File: config.mk
export PLATFORM = sky130hd
export DESIGN_NAME = uart_tx_frame
export DESIGN_NICKNAME = d
export VERILOG_FILES = /design/src/rtl/uart_tx_frame.sv
export SDC_FILE = /design/constraint.sdc
export NUM_CORES = 1
export LEC_CHECK = 0
export CAP_MARGIN = 25
export CORE_ASPECT_RATIO = 0.7
export CORE_MARGIN = 1
export CORE_UTILIZATION = 40
export DETAILED_ROUTE_END_ITERATION = 8
export MAX_ROUTING_LAYER = met4
export PLACE_DENSITY = 0.63
export SETUP_SLACK_MARGIN = 0.05
export SYNTH_ARGS = -nofsm -noshare
export SYNTH_HDL_FRONTEND = slang
export SYNTH_SLANG_ARGS = --single-unit
export TNS_END_PERCENT = 20
File: constraint.sdc
create_clock -name clk_9k6hz -period 1.95 [get_ports clk_9k6hz]
set_clock_uncertainty 0.15 [all_clocks]
set_input_delay 0.195 -clock clk_9k6hz [delete_from_list [all_inputs] [get_ports clk_9k6hz]]
set_output_delay 0.195 -clock clk_9k6hz [all_outputs]
set_load 0.05 [all_outputs]
File: src/rtl/uart_tx_frame.sv
// uart_tx_frame: UART transmitter that sends NUM_WORDS words back to back.
// Each word is a start bit, DATA_BITS data bits LSB-first, an optional parity
// bit and STOP_BITS stop bits. An optional idle gap separates words.
// Ports:
//   clk_9k6hz : clock (the bit clock when CLKS_PER_BIT=1)
//   rst       : asynchronous active-high reset
//   en        : start request, sampled only while idle
//   data      : frame payload, word k = data[k*DATA_BITS +: DATA_BITS]
//   tx        : registered serial line, idle high
//   busy      : high while a frame is in progress
//   done      : one-cycle pulse on the first idle cycle after a frame
module uart_tx_frame #(
  parameter int unsigned DATA_BITS    = 8,
  parameter int unsigned NUM_WORDS    = 2,
  parameter int unsigned PARITY       = 0,
  parameter int unsigned STOP_BITS    = 1,
  parameter int unsigned CLKS_PER_BIT = 1,
  parameter int unsigned GAP_BITS     = 0
) (
  input  logic                           clk_9k6hz,
  input  logic                           rst,
  input  logic                           en,
  input  logic [NUM_WORDS*DATA_BITS-1:0] data,
  output logic                           tx,
  output logic                           busy,
  output logic                           done
);

  localparam int unsigned FRAME_W = NUM_WORDS * DATA_BITS;
  localparam int unsigned CLK_W   = (CLKS_PER_BIT > 1) ? $clog2(CLKS_PER_BIT) : 1;
  localparam int unsigned BIT_MAX_A = (DATA_BITS > STOP_BITS) ? DATA_BITS : STOP_BITS;
  localparam int unsigned BIT_MAX = (BIT_MAX_A > GAP_BITS) ? BIT_MAX_A : GAP_BITS;
  localparam int unsigned BIT_W   = $clog2(BIT_MAX + 1);
  localparam int unsigned WORD_W  = (NUM_WORDS > 1) ? $clog2(NUM_WORDS) : 1;
  localparam logic        PAR_EN  = (PARITY != 0);
  localparam logic        PAR_ODD = (PARITY == 2);

  typedef enum logic [2:0] {
    S_IDLE, S_START, S_DATA, S_PARITY, S_STOP, S_GAP
  } state_t;

  state_t               r_state, w_next_state;
  logic [CLK_W-1:0]     r_clk_cnt, w_clk_cnt;
  logic [BIT_W-1:0]     r_bit_cnt, w_bit_cnt;
  logic [WORD_W-1:0]    r_word, w_word;
  logic [FRAME_W-1:0]   r_shift, w_shift;
  logic                 r_par, w_par;
  logic                 w_tick;
  logic                 w_tx;
  logic                 w_done;

  // Bit-period boundary from the prescaler
  assign w_tick = (r_clk_cnt == CLK_W'(CLKS_PER_BIT - 1));

  // State register and registered outputs
  always_ff @(posedge clk_9k6hz or posedge rst) begin
    if (rst) begin
      r_state   <= S_IDLE;
      r_clk_cnt <= '0;
      r_bit_cnt <= '0;
      r_word    <= '0;
      r_shift   <= '0;
      r_par     <= 1'b0;
      tx        <= 1'b1;
      busy      <= 1'b0;
      done      <= 1'b0;
    end else begin
      r_state   <= w_next_state;
      r_clk_cnt <= w_clk_cnt;
      r_bit_cnt <= w_bit_cnt;
      r_word    <= w_word;
      r_shift   <= w_shift;
      r_par     <= w_par;
      tx        <= w_tx;
      busy      <= (w_next_state != S_IDLE);
      done      <= w_done;
    end
  end

  // Next-state, counters and next line value
  always_comb begin
    w_next_state = r_state;
    w_clk_cnt    = r_clk_cnt;
    w_bit_cnt    = r_bit_cnt;
    w_word       = r_word;
    w_shift      = r_shift;
    w_par        = r_par;
    w_done       = 1'b0;
    w_tx         = 1'b1;

    // Prescaler reloads on every bit boundary, held at zero while idle
    if (r_state == S_IDLE) begin
      w_clk_cnt = '0;
    end else if (w_tick) begin
      w_clk_cnt = '0;
    end else begin
      w_clk_cnt = CLK_W'(r_clk_cnt + 1'b1);
    end

    unique case (r_state)
      S_IDLE: begin
        if (en) begin
          w_next_state = S_START;
          w_shift      = data;
          w_word       = '0;
          w_bit_cnt    = '0;
          w_par        = 1'b0;
        end
      end
      S_START: begin
        if (w_tick) begin
          w_next_state = S_DATA;
          w_bit_cnt    = '0;
        end
      end
      S_DATA: begin
        if (w_tick) begin
          // Words sit contiguously, so shifting runs straight into the next word
          w_shift = {1'b0, r_shift[FRAME_W-1:1]};
          w_par   = r_par ^ r_shift[0];
          if (r_bit_cnt == BIT_W'(DATA_BITS - 1)) begin
            w_bit_cnt    = '0;
            w_next_state = PAR_EN ? S_PARITY : S_STOP;
          end else begin
            w_bit_cnt = BIT_W'(r_bit_cnt + 1'b1);
          end
        end
      end
      S_PARITY: begin
        if (w_tick) begin
          w_next_state = S_STOP;
          w_bit_cnt    = '0;
        end
      end
      S_STOP: begin
        if (w_tick) begin
          if (r_bit_cnt == BIT_W'(STOP_BITS - 1)) begin
            w_bit_cnt = '0;
            if (r_word == WORD_W'(NUM_WORDS - 1)) begin
              w_next_state = S_IDLE;
              w_done       = 1'b1;
            end else begin
              w_word       = WORD_W'(r_word + 1'b1);
              w_par        = 1'b0;
              w_next_state = (GAP_BITS > 0) ? S_GAP : S_START;
            end
          end else begin
            w_bit_cnt = BIT_W'(r_bit_cnt + 1'b1);
          end
        end
      end
      S_GAP: begin
        if (w_tick) begin
          if (r_bit_cnt == BIT_W'(GAP_BITS - 1)) begin
            w_bit_cnt    = '0;
            w_next_state = S_START;
          end else begin
            w_bit_cnt = BIT_W'(r_bit_cnt + 1'b1);
          end
        end
      end
      default: begin
        w_next_state = S_IDLE;
      end
    endcase

    // Line value for the state being entered, so tx comes straight from a flop
    unique case (w_next_state)
      S_START:  w_tx = 1'b0;
      S_DATA:   w_tx = w_shift[0];
      S_PARITY: w_tx = w_par ^ PAR_ODD;
      default:  w_tx = 1'b1;
    endcase
  end

endmodule

==> impl_metrics.xml, run 1 <==
<?xml version="1.0" encoding="UTF-8"?>
<metrics>
  <group name="placed_design">
    <metric name="dp_hpwl" unit="um">2120</metric>
    <metric name="routabilityCongestion" unit="">0.920</metric>
    <metric name="numPortBuffers" unit="">21</metric>
    <metric name="placedInstanceArea" unit="sq um">1720</metric>
  </group>
  <group name="pwr">
    <metric name="share_clk_of_total_power" unit="%">11.2</metric>
    <metric name="pwr-share-seq" unit="%">37.9</metric>
    <metric name="internal_power" unit="uW">1570</metric>
    <metric name="pwr_dens" unit="nW/um^2">1520</metric>
    <metric name="static-leakage-power" unit="uW">0.000793</metric>
    <metric name="p_sw_share" unit="%">42.1</metric>
    <metric name="power.switching" unit="uW">1140</metric>
    <metric name="pwr-share-comb" unit="%">50.9</metric>
    <metric name="vdd.ir_drop.worst" unit="mV">0.514</metric>
  </group>
  <group name="routing">
    <metric name="drtIter0Drc" unit="">84</metric>
    <metric name="drtAntennaViolNets" unit="">0</metric>
    <metric name="routed-via-count" unit="">1109</metric>
    <metric name="wl_per_cell" unit="um">12.8</metric>
    <metric name="finalWirelength" unit="um">2780</metric>
    <metric name="first_pass_iters" unit="">6</metric>
    <metric name="drc" unit="">0</metric>
    <metric name="via_per_inst" unit="">5.11</metric>
  </group>
  <group name="sta">
    <metric name="drv_slew" unit="">0</metric>
    <metric name="rsz_0062_raised_after_global_routing" unit="">true</metric>
    <metric name="achievable-frequency" unit="MHz">540</metric>
    <metric name="setup-violations-final" unit="">0</metric>
    <metric name="hold_violations" unit="">0</metric>
    <metric name="transition_at_the_pin_with_the_smallest_max_transition_slack" unit="ns">0.488</metric>
    <metric name="tns" unit="ns">0</metric>
    <metric name="timing.final.crit_period" unit="ns">1.85</metric>
    <metric name="min_period_over_period" unit="%">95.0</metric>
    <metric name="relSlewSlack" unit="%">67.4</metric>
    <metric name="worst_hold_slack" unit="ns">0.0932</metric>
  </group>
  <group name="cells_and_area">
    <metric name="number_of_antenna_cells_inserted" unit="">0</metric>
    <metric name="fillers" unit="">330</metric>
    <metric name="final_area" unit="sq um">1780</metric>
    <metric name="postLayoutCoreUtil" unit="%">50.5</metric>
    <metric name="syn_to_final_growth" unit="%">21.0</metric>
    <metric name="seqCellArea" unit="sq um">677</metric>
    <metric name="fin_nets" unit="">189</metric>
    <metric name="multi_input_area" unit="sq um">684</metric>
    <metric name="share_of_final_layout_standard_cells_stronger_than_drive_strength_1" unit="%">16.2</metric>
  </group>
  <group name="cts">
    <metric name="cts-root-buf" unit="">sky130_fd_sc_hd__clkbuf_8</metric>
    <metric name="cts_sinks" unit="">27</metric>
    <metric name="clock_pin_transition_on_the_worst_setup_and_hold_timing_paths" unit="ns">0.08</metric>
    <metric name="cts_tree" unit="">built</metric>
    <metric name="cts_max_level" unit="">1</metric>
    <metric name="clkLatencyLatePin" unit="ns">0.26</metric>
    <metric name="cts_hold_repair.buffers" unit="">0</metric>
    <metric name="max-clock-path-buffers" unit="">2</metric>
    <metric name="cts_made_buffers" unit="">3</metric>
  </group>
  <group name="synthesis">
    <metric name="synth_async_sr_flop_share" unit="%">100</metric>
    <metric name="syn_inst" unit="">144</metric>
    <metric name="ys_seq_area_share" unit="%">46.1</metric>
    <metric name="synth_enable_flop_cells" unit="">0</metric>
    <metric name="synth_seq_cells" unit="">27</metric>
    <metric name="synth_warnings" unit="">0</metric>
    <metric name="netlist_area" unit="sq um">1470</metric>
    <metric name="synth_cell_type_count" unit="">43</metric>
    <metric name="synthesis.area_per_instance" unit="sq um">10.2</metric>
    <metric name="postSynth.topFlopCell" unit="">sky130_fd_sc_hd__dfrtp_1</metric>
    <metric name="syn_nets" unit="">165</metric>
  </group>
  <group name="floorplanning">
    <metric name="core_area" unit="sq um">3510</metric>
    <metric name="die_width" unit="um">74.4</metric>
    <metric name="fp.dieArea" unit="sq um">3920</metric>
    <metric name="floorplan.initialDensity" unit="%">41.8</metric>
    <metric name="io_pins" unit="">22</metric>
    <metric name="die_h" unit="um">52.7</metric>
    <metric name="number_of_rows_in_the_core_area" unit="">18</metric>
  </group>
  <group name="grt">
    <metric name="grt_pass1_vias" unit="">970</metric>
    <metric name="antenna_found_initial" unit="">0</metric>
    <metric name="grtUsageTotal" unit="%">16.1</metric>
    <metric name="gr-total-overflow" unit="">0</metric>
    <metric name="grt_start_max_net_pins" unit="">17</metric>
    <metric name="global_route_wire_length_before_repair" unit="um">4540</metric>
  </group>
  <group name="min_path">
    <metric name="hp-class" unit="">in -&gt; async</metric>
  </group>
  <group name="critical_path">
    <metric name="crit_path_max_fanout" unit="">5</metric>
    <metric name="register_to_register_setup_slack" unit="ns">0.1</metric>
    <metric name="crit_arrival" unit="ns">1.85</metric>
    <metric name="worstRegToRegCells" unit="">5</metric>
    <metric name="endpoint_kind" unit="">register</metric>
    <metric name="critical_path.reg2reg.startpoint" unit="">r_bit_cnt[0]</metric>
    <metric name="crit_required" unit="ns">1.94</metric>
    <metric name="setup.worst_path.class" unit="">reg -&gt; reg</metric>
    <metric name="crit-reg2reg-capture" unit="">busy</metric>
    <metric name="worstSetupStartpointType" unit="">register</metric>
  </group>
  <group name="run">
    <metric name="maxCapViolations" unit="">0</metric>
  </group>
  <group name="status">
    <metric name="run_status" unit="">complete, no violations</metric>
  </group>
</metrics>
-- power groups by stage --
stage | clock network [uW] | logic [uW] | registers [uW]
after global placement | 0 | 1330 | 1030
after floorplan | 0 | 1110 | 1010
after CTS | 313 | 1360 | 1020
after global routing | 340 | 1540 | 1070
final | 302 | 1380 | 1020
after detailed placement | 0 | 1360 | 1030
-- cell usage after synthesis (3+ instances only) --
library cell	instances	area share [%]
sky130_fd_sc_hd__o21ai_1	3	1.0
sky130_fd_sc_hd__dfrtp_1	26	44
sky130_fd_sc_hd__a22oi_1	14	7.2
sky130_fd_sc_hd__inv_1	8	2.0
sky130_fd_sc_hd__nor2_1	6	1.5
sky130_fd_sc_hd__buf_4	4	2.0
sky130_fd_sc_hd__a21oi_1	5	1.7
sky130_fd_sc_hd__buf_6	4	3.1
sky130_fd_sc_hd__nand2_1	30	7.7
sky130_fd_sc_hd__nor4b_2	3	3.1
-- cell type report --
| class | count | area share (%) |
|---|---|---|
| Multi-Input combinational cell | 99 | 38.5 |
| Tap cell | 50 | 3.52 |
| Timing Repair Buffer | 28 | 15.2 |
| Sequential cell | 27 | 38.1 |
| Inverter | 9 | 2.04 |
| Clock buffer | 4 | 2.54 |
-- worst max path at each step --
stage,start,end,slack (ns),depth (start not counted)
after floorplan,r_bit_cnt[0],busy,0.25,5
after global placement,r_bit_cnt[0],busy,0.09,6
after detailed placement,r_bit_cnt[0],busy,0.10,6
after CTS,r_bit_cnt[0],busy,0.08,6
after global routing,r_bit_cnt[0],busy,0.04,5
final,r_bit_cnt[0],busy,0.1,5
-- routing by layer --
layer / wire (um) / track usage [%]
met1: 1420 / 24.1
met2: 1210 / 21.6
met3: 137 / 4.04
met4: 12 / 2.83
met5: 0 / -
-- per-stage QoR --
stage | instances | worst slack (ns) | power (uW)
3_3_place_gp | 213 | 0.0854 | 2360
4_1_cts | 217 | 0.0803 | 2700
6_report | 217 | 0.0966 | 2700
5_1_grt | 217 | 0.0405 | 2940
3_5_place_dp | 213 | 0.104 | 2390
2_1_floorplan | 144 | 0.246 | 2120
-- critical path, stage by stage (launching register included) --
cell and delay, ns:
sky130_fd_sc_hd__dfrtp_1 0.42, sky130_fd_sc_hd__ha_1 0.28, sky130_fd_sc_hd__nand2_1 0.13, sky130_fd_sc_hd__a2bb2o_4 0.23
sky130_fd_sc_hd__a22oi_4 0.14, sky130_fd_sc_hd__or3b_1 0.38
-- repair_timing --
item	in CTS	in global routing
buffers inserted	0	0
resized for setup	0	2
endpoints found under the setup margin	0	8
-- logic make-up after synthesis --
logic type | after synthesis | share of synthesized area (%)
AOI/OAI and AO/OA | 36 | 19.1
adders and majority gates | 2 | 1.70
DFF | 27 | 46.1
buffers and inverters | 18 | 7.93
muxes | 1 | 0.682
and+or+nand+nor | 60 | 24.5
-- sequential cells by signal, summed over array words and instances, names as in the netlist --
signal	count
busy	1
r_state	3
r_word	1
r_shift	16
tx	1
done	1
r_bit_cnt	4
-- placed cells by master (no fill, tap or decap), types with 3 or more instances in the layout --
cell | synthesis | layout
sky130_fd_sc_hd__nand2_1 | 30 | 30
sky130_fd_sc_hd__dfrtp_1 | 26 | 26
sky130_fd_sc_hd__clkdlybuf4s50_1 | 0 | 19
sky130_fd_sc_hd__a22oi_1 | 14 | 14
sky130_fd_sc_hd__inv_1 | 8 | 8
sky130_fd_sc_hd__buf_4 | 4 | 8
sky130_fd_sc_hd__nor2_1 | 6 | 6
sky130_fd_sc_hd__a21oi_1 | 5 | 5
sky130_fd_sc_hd__nor4b_2 | 3 | 3
sky130_fd_sc_hd__o21ai_1 | 3 | 3
sky130_fd_sc_hd__clkbuf_8 | 0 | 3
(Power assumes the default switching activity.)
==> run 2: changes to the inputs <==
- CTS_CLUSTER_DIAMETER: not set -> 200
- MAX_ROUTING_LAYER: met4 -> not set
==> run 2 against run 1 <==
Net effect:
- non-clock buffer count is the same
- power about the same
- combinational power about the same
- fmax hardly changed
- register-to-register slack about the same
- die area stayed put
- hold slack gained 0.0015 ns
- critical path depth unchanged
- cell area did not move
- highest routed layer unchanged
==> impl_metrics.xml, run 2 (same netlist as run 1, synthesis figures left out) <==
<?xml version="1.0" encoding="UTF-8"?>
<metrics>
  <group name="status">
    <metric name="run_status" unit="">complete, no violations</metric>
  </group>
  <group name="cells_and_area">
    <metric name="largest_registers" unit="">r_shift (16), r_bit_cnt (4), r_state (3)</metric>
    <metric name="multi_input_area" unit="sq um">684</metric>
    <metric name="largest-register" unit="">r_shift</metric>
    <metric name="syn_to_final_growth" unit="%">21.0</metric>
    <metric name="commonest_non_fill_non_tap_cell_in_the_layout" unit="">sky130_fd_sc_hd__nand2_1</metric>
    <metric name="seqCellArea" unit="sq um">677</metric>
    <metric name="most-common-layout-cells" unit="">sky130_fd_sc_hd__nand2_1, sky130_fd_sc_hd__dfrtp_1, sky130_fd_sc_hd__clkdlybuf4s50_1, sky130_fd_sc_hd__a22oi_1</metric>
    <metric name="postLayoutCoreUtil" unit="%">50.5</metric>
    <metric name="fin_nets" unit="">189</metric>
    <metric name="fillers" unit="">330</metric>
    <metric name="finish.cell_count_without_fillers" unit="">217</metric>
    <metric name="largest_register_ff_count" unit="">16</metric>
    <metric name="number_of_antenna_cells_inserted" unit="">0</metric>
    <metric name="final_area" unit="sq um">1780</metric>
    <metric name="share_of_final_layout_standard_cells_stronger_than_drive_strength_1" unit="%">16.2</metric>
  </group>
  <group name="floorplanning">
    <metric name="die_h" unit="um">52.7</metric>
    <metric name="fp.dieArea" unit="sq um">3920</metric>
    <metric name="io_pins" unit="">22</metric>
    <metric name="number_of_rows_in_the_core_area" unit="">18</metric>
    <metric name="floorplan.initialDensity" unit="%">41.8</metric>
    <metric name="die_width" unit="um">74.4</metric>
    <metric name="core_area" unit="sq um">3510</metric>
  </group>
  <group name="routing">
    <metric name="finalWirelength" unit="um">2770</metric>
    <metric name="drc" unit="">0</metric>
    <metric name="drtIter0Drc" unit="">84</metric>
    <metric name="via_per_inst" unit="">5.10</metric>
    <metric name="first_pass_iters" unit="">5</metric>
    <metric name="wl_per_cell" unit="um">12.8</metric>
    <metric name="drtAntennaViolNets" unit="">0</metric>
    <metric name="routed-via-count" unit="">1106</metric>
  </group>
  <group name="critical_path">
    <metric name="worstSetupStartpointType" unit="">register</metric>
    <metric name="crit_path_start" unit="">r_bit_cnt[0]</metric>
    <metric name="worstRegToRegCells" unit="">5</metric>
    <metric name="critical_path.max_stage_delay" unit="ns">0.42</metric>
    <metric name="endpoint_kind" unit="">register</metric>
    <metric name="setup.worst_path.class" unit="">reg -&gt; reg</metric>
    <metric name="path_delay_family" unit="">simple AND/OR/NAND/NOR gates</metric>
    <metric name="critical_path.reg2reg.startpoint" unit="">r_bit_cnt[0]</metric>
    <metric name="crit-reg2reg-capture" unit="">busy</metric>
    <metric name="critical_path.n_buffers_inverters" unit="">0</metric>
    <metric name="crit_required" unit="ns">1.94</metric>
    <metric name="crit_path_max_fanout" unit="">5</metric>
    <metric name="worstPathCellList" unit="">ha_1, nand2_1, a2bb2o_4, a22oi_4, or3b_1</metric>
    <metric name="crit_arrival" unit="ns">1.85</metric>
    <metric name="register_to_register_setup_slack" unit="ns">0.1</metric>
    <metric name="worst_path_max_delay_cell" unit="">sky130_fd_sc_hd__dfrtp_1</metric>
  </group>
  <group name="cts">
    <metric name="max-clock-path-buffers" unit="">2</metric>
    <metric name="cts_made_buffers" unit="">3</metric>
    <metric name="cts_tree" unit="">built</metric>
    <metric name="cts-root-buf" unit="">sky130_fd_sc_hd__clkbuf_8</metric>
    <metric name="clock_pin_transition_on_the_worst_setup_and_hold_timing_paths" unit="ns">0.08</metric>
    <metric name="cts_max_level" unit="">1</metric>
    <metric name="cts_sinks" unit="">27</metric>
    <metric name="clkLatencyLatePin" unit="ns">0.26</metric>
  </group>
  <group name="run">
    <metric name="maxCapViolations" unit="">0</metric>
  </group>
  <group name="grt">
    <metric name="grt.busiest_layer" unit="">met1</metric>
    <metric name="global_route_wire_length_before_repair" unit="um">4540</metric>
    <metric name="gr-total-overflow" unit="">0</metric>
    <metric name="antenna_found_initial" unit="">0</metric>
    <metric name="globalRouteMet2Util" unit="%">21.5</metric>
    <metric name="grt_pass1_vias" unit="">970</metric>
    <metric name="groute.layer.met3.usage" unit="%">4.04</metric>
    <metric name="global_route.usage.met1" unit="%">24.2</metric>
    <metric name="grtUsageTotal" unit="%">15.6</metric>
    <metric name="grt_start_max_net_pins" unit="">17</metric>
  </group>
  <group name="sta">
    <metric name="achievable-frequency" unit="MHz">539</metric>
    <metric name="relSlewSlack" unit="%">67.4</metric>
    <metric name="setup-violations-final" unit="">0</metric>
    <metric name="timing.final.crit_period" unit="ns">1.85</metric>
    <metric name="tns" unit="ns">0</metric>
    <metric name="min_period_over_period" unit="%">95.1</metric>
    <metric name="rsz_0062_raised_after_global_routing" unit="">true</metric>
    <metric name="hold_violations" unit="">0</metric>
    <metric name="transition_at_the_pin_with_the_smallest_max_transition_slack" unit="ns">0.488</metric>
    <metric name="drv_slew" unit="">0</metric>
  </group>
  <group name="placed_design">
    <metric name="dp_hpwl" unit="um">2120</metric>
    <metric name="placedCellCount" unit="">213</metric>
    <metric name="placedInstanceArea" unit="sq um">1720</metric>
    <metric name="routabilityCongestion" unit="">0.904</metric>
    <metric name="numPortBuffers" unit="">21</metric>
  </group>
  <group name="pwr">
    <metric name="static-leakage-power" unit="uW">0.000793</metric>
    <metric name="pwr_dens" unit="nW/um^2">1520</metric>
    <metric name="totalPowerFinal" unit="uW">2700</metric>
    <metric name="vdd.ir_drop.worst" unit="mV">0.515</metric>
  </group>
  <group name="min_path">
    <metric name="hp-class" unit="">in -&gt; async</metric>
  </group>
</metrics>
==> run 2: cell counts in the layout (fill, tap and decap cells not counted) <==
Identical to the previous run, type by type.
==> run 2: how the worst max path moves through the flow <==
stage | to | slack, ns | depth (start not counted)
floorplan | busy | 0.25 | 5
global placement | busy | 0.09 | 6
detailed placement | busy | 0.10 | 6
CTS | busy | 0.08 | 6
global route | busy | 0.04 | 5
finish | busy | 0.1 | 5
==> run 2: power by group <==
part           switching (uW)  leakage (uW)  total [uW]  internal, uW
logic                     768      0.000431        1370           607
clock network             156     0.0000228         302           146
registers                 211      0.000340        1020           813
total                    1130      0.000793        2700          1570
==> run 2: layout make-up <==
cell class,instances,area share [%]
multi-input combinational,99,38.5
timing repair buffer,28,15.2
sequential,27,38.1
inverter,9,2.04
clock buffer,4,2.54
tap,50,3.52
==> run 2: stage by stage <==
step	hold slack, ns	setup WS (ns)
floorplan	0.0970	0.246
global placement	0.312	0.0854
detailed placement	0.316	0.104
CTS	0.119	0.0803
global route	0.145	0.0410
finish	0.0948	0.0954
==> run 2: routing by layer <==
metal,vias up,routed length (um)
met2,26,1200
met1,525,1420
li1,553,-
met4,0,12
met5,-,0
met3,2,137
==> run 2: repair_timing <==
action | CTS | global route
gates resized for setup | 0 | 2
hold buffers | 0 | 0
buffers inserted | 0 | 0
hold endpoints to repair | 0 | 0
endpoints found under the setup margin | 0 | 8
==> run 3: changes to the inputs <==
- CTS_BUF_LIST: not set -> sky130_fd_sc_hd__clkbuf_8
==> run 3 against run 2 <==
Net effect:
- hold slack hardly changed
- clock-buffer cell count is 1 lower
- wire length hardly changed
- non-clock buffer count stayed put
- first-iteration DRC count stayed put
- register-to-register slack hardly changed
- via count stayed put
- utilization stayed put
- sequential share of layout area stayed put
- clock power is 2% lower
- global-route usage stayed put
- largest power group unchanged
==> impl_metrics.xml, run 3 (same netlist as run 1, synthesis figures left out) <==
<?xml version="1.0" encoding="UTF-8"?>
<metrics>
  <group name="status">
    <metric name="run_status" unit="">complete, no violations</metric>
  </group>
  <group name="run">
    <metric name="maxCapViolations" unit="">0</metric>
  </group>
  <group name="cells_and_area">
    <metric name="most-common-layout-cells" unit="">sky130_fd_sc_hd__nand2_1, sky130_fd_sc_hd__dfrtp_1, sky130_fd_sc_hd__clkdlybuf4s50_1, sky130_fd_sc_hd__a22oi_1, sky130_fd_sc_hd__inv_1</metric>
    <metric name="number_of_antenna_cells_inserted" unit="">0</metric>
    <metric name="largest_registers" unit="">r_shift (16), r_bit_cnt (4), r_state (3)</metric>
    <metric name="share_of_final_layout_standard_cells_stronger_than_drive_strength_1" unit="%">16.2</metric>
    <metric name="largest-register" unit="">r_shift</metric>
    <metric name="seqCellArea" unit="sq um">677</metric>
    <metric name="syn_to_final_growth" unit="%">21.0</metric>
    <metric name="fin_nets" unit="">189</metric>
    <metric name="commonest_non_fill_non_tap_cell_in_the_layout" unit="">sky130_fd_sc_hd__nand2_1</metric>
    <metric name="fillers" unit="">330</metric>
    <metric name="multi_input_area" unit="sq um">684</metric>
    <metric name="largest_register_ff_count" unit="">16</metric>
  </group>
  <group name="routing">
    <metric name="drtAntennaViolNets" unit="">0</metric>
    <metric name="finalWirelength" unit="um">2770</metric>
    <metric name="drtIter0Drc" unit="">84</metric>
    <metric name="via_per_inst" unit="">5.10</metric>
    <metric name="first_pass_iters" unit="">5</metric>
    <metric name="wl_per_cell" unit="um">12.8</metric>
    <metric name="drc" unit="">0</metric>
    <metric name="routed-via-count" unit="">1106</metric>
  </group>
  <group name="critical_path">
    <metric name="crit_arrival" unit="ns">1.85</metric>
    <metric name="crit-reg2reg-capture" unit="">busy</metric>
    <metric name="crit_path_max_fanout" unit="">5</metric>
    <metric name="path_delay_family" unit="">simple AND/OR/NAND/NOR gates</metric>
    <metric name="crit_required" unit="ns">1.94</metric>
    <metric name="worst_path_max_delay_cell" unit="">sky130_fd_sc_hd__dfrtp_1</metric>
    <metric name="critical_path.reg2reg.startpoint" unit="">r_bit_cnt[0]</metric>
    <metric name="worstRegToRegCells" unit="">5</metric>
    <metric name="register_to_register_setup_slack" unit="ns">0.1</metric>
    <metric name="critical_path.max_stage_delay" unit="ns">0.42</metric>
    <metric name="endpoint_kind" unit="">register</metric>
    <metric name="worstSetupStartpointType" unit="">register</metric>
    <metric name="critical_path.n_buffers_inverters" unit="">0</metric>
    <metric name="setup.worst_path.class" unit="">reg -&gt; reg</metric>
    <metric name="worstPathCellList" unit="">ha_1, nand2_1, a2bb2o_4, a22oi_4, or3b_1</metric>
  </group>
  <group name="pwr">
    <metric name="totalPowerFinal" unit="uW">2700</metric>
    <metric name="pwr_dens" unit="nW/um^2">1520</metric>
    <metric name="vdd.ir_drop.worst" unit="mV">0.514</metric>
    <metric name="static-leakage-power" unit="uW">0.000798</metric>
  </group>
  <group name="sta">
    <metric name="setup-violations-final" unit="">0</metric>
    <metric name="hold_violations" unit="">0</metric>
    <metric name="relSlewSlack" unit="%">67.4</metric>
    <metric name="tns" unit="ns">0</metric>
    <metric name="transition_at_the_pin_with_the_smallest_max_transition_slack" unit="ns">0.488</metric>
    <metric name="min_period_over_period" unit="%">95.1</metric>
    <metric name="achievable-frequency" unit="MHz">539</metric>
    <metric name="worst_hold_slack" unit="ns">0.0946</metric>
    <metric name="rsz_0062_raised_after_global_routing" unit="">true</metric>
    <metric name="timing.final.crit_period" unit="ns">1.85</metric>
    <metric name="drv_slew" unit="">0</metric>
  </group>
  <group name="placed_design">
    <metric name="routabilityCongestion" unit="">0.904</metric>
    <metric name="dp_hpwl" unit="um">2120</metric>
    <metric name="numPortBuffers" unit="">21</metric>
  </group>
  <group name="grt">
    <metric name="grt.busiest_layer" unit="">met1</metric>
    <metric name="antenna_found_initial" unit="">0</metric>
    <metric name="groute.layer.met3.usage" unit="%">4.04</metric>
    <metric name="global_route.usage.met1" unit="%">24.2</metric>
    <metric name="grt_start_max_net_pins" unit="">17</metric>
    <metric name="global_route_wire_length_before_repair" unit="um">4540</metric>
    <metric name="grt_pass1_vias" unit="">970</metric>
    <metric name="globalRouteMet2Util" unit="%">21.5</metric>
    <metric name="gr-total-overflow" unit="">0</metric>
    <metric name="grtUsageTotal" unit="%">15.6</metric>
  </group>
  <group name="floorplanning">
    <metric name="die_h" unit="um">52.7</metric>
    <metric name="core_area" unit="sq um">3510</metric>
    <metric name="floorplan.initialDensity" unit="%">41.8</metric>
    <metric name="fp.dieArea" unit="sq um">3920</metric>
    <metric name="die_width" unit="um">74.4</metric>
    <metric name="io_pins" unit="">22</metric>
    <metric name="number_of_rows_in_the_core_area" unit="">18</metric>
  </group>
  <group name="cts">
    <metric name="cts_made_buffers" unit="">3</metric>
    <metric name="cts-root-buf" unit="">sky130_fd_sc_hd__clkbuf_8</metric>
    <metric name="clock_pin_transition_on_the_worst_setup_and_hold_timing_paths" unit="ns">0.08</metric>
    <metric name="cts_sinks" unit="">27</metric>
    <metric name="clkLatencyLatePin" unit="ns">0.26</metric>
    <metric name="cts_tree" unit="">built</metric>
    <metric name="cts_hold_repair.buffers" unit="">0</metric>
    <metric name="post_cts_buffers" unit="">0</metric>
    <metric name="max-clock-path-buffers" unit="">2</metric>
    <metric name="cts_max_level" unit="">1</metric>
    <metric name="cts_resized" unit="">0</metric>
  </group>
  <group name="min_path">
    <metric name="hp-class" unit="">in -&gt; async</metric>
  </group>
</metrics>
run 3: layer usage:
| metal | part of all wire (%) | up-vias |
|---|---|---|
| li1 | - | 553 |
| met1 | 51 | 525 |
| met2 | 43 | 26 |
| met3 | 4.9 | 2 |
| met4 | 0.43 | 0 |
| met5 | 0 | - |
run 3: area by class of cell:
| cell class | count | share of cell area, % |
|---|---|---|
| Sequential cell | 27 | 38.1 |
| Inverter | 9 | 2.04 |
| Clock buffer | 3 | 2.33 |
| Timing Repair Buffer | 28 | 15.2 |
| Clock inverter | 1 | 0.211 |
| Multi-Input combinational cell | 99 | 38.5 |
| Tap cell | 50 | 3.52 |
run 3: where the power goes:
part / total, uW / internal (uW) / switching, uW
clock network: 297 / 141 / 156
registers: 1020 / 813 / 211
logic: 1370 / 607 / 768
run 3: worst max-delay path by stage:
stage | from | to | cells after the start
6_report | r_bit_cnt[0] | busy | 5
5_1_grt | r_bit_cnt[0] | busy | 5
4_1_cts | r_bit_cnt[0] | busy | 6
3_5_place_dp | r_bit_cnt[0] | busy | 6
3_3_place_gp | r_bit_cnt[0] | busy | 6
2_1_floorplan | r_bit_cnt[0] | busy | 5
run 3: per-stage QoR:
| step | setup WS [ns] | area (sq um) | std cells | util [%] |
|---|---|---|---|---|
| 2_1_floorplan | 0.246 | 1470 | 144 | - |
| 3_3_place_gp | 0.0854 | 1720 | 213 | 49.0 |
| 3_5_place_dp | 0.104 | 1720 | 213 | 49.0 |
| 4_1_cts | 0.0807 | 1770 | 217 | 50.2 |
| 5_1_grt | 0.0414 | 1780 | 217 | 50.5 |
| 6_report | 0.0956 | 1780 | 217 | 50.5 |
run 3: worst reg2reg max path, cell delays in order (launching register included):
cell and delay [ns]:
sky130_fd_sc_hd__dfrtp_1 0.42, sky130_fd_sc_hd__ha_1 0.28, sky130_fd_sc_hd__nand2_1 0.13, sky130_fd_sc_hd__a2bb2o_4 0.23, sky130_fd_sc_hd__a22oi_4 0.14, sky130_fd_sc_hd__or3b_1 0.38
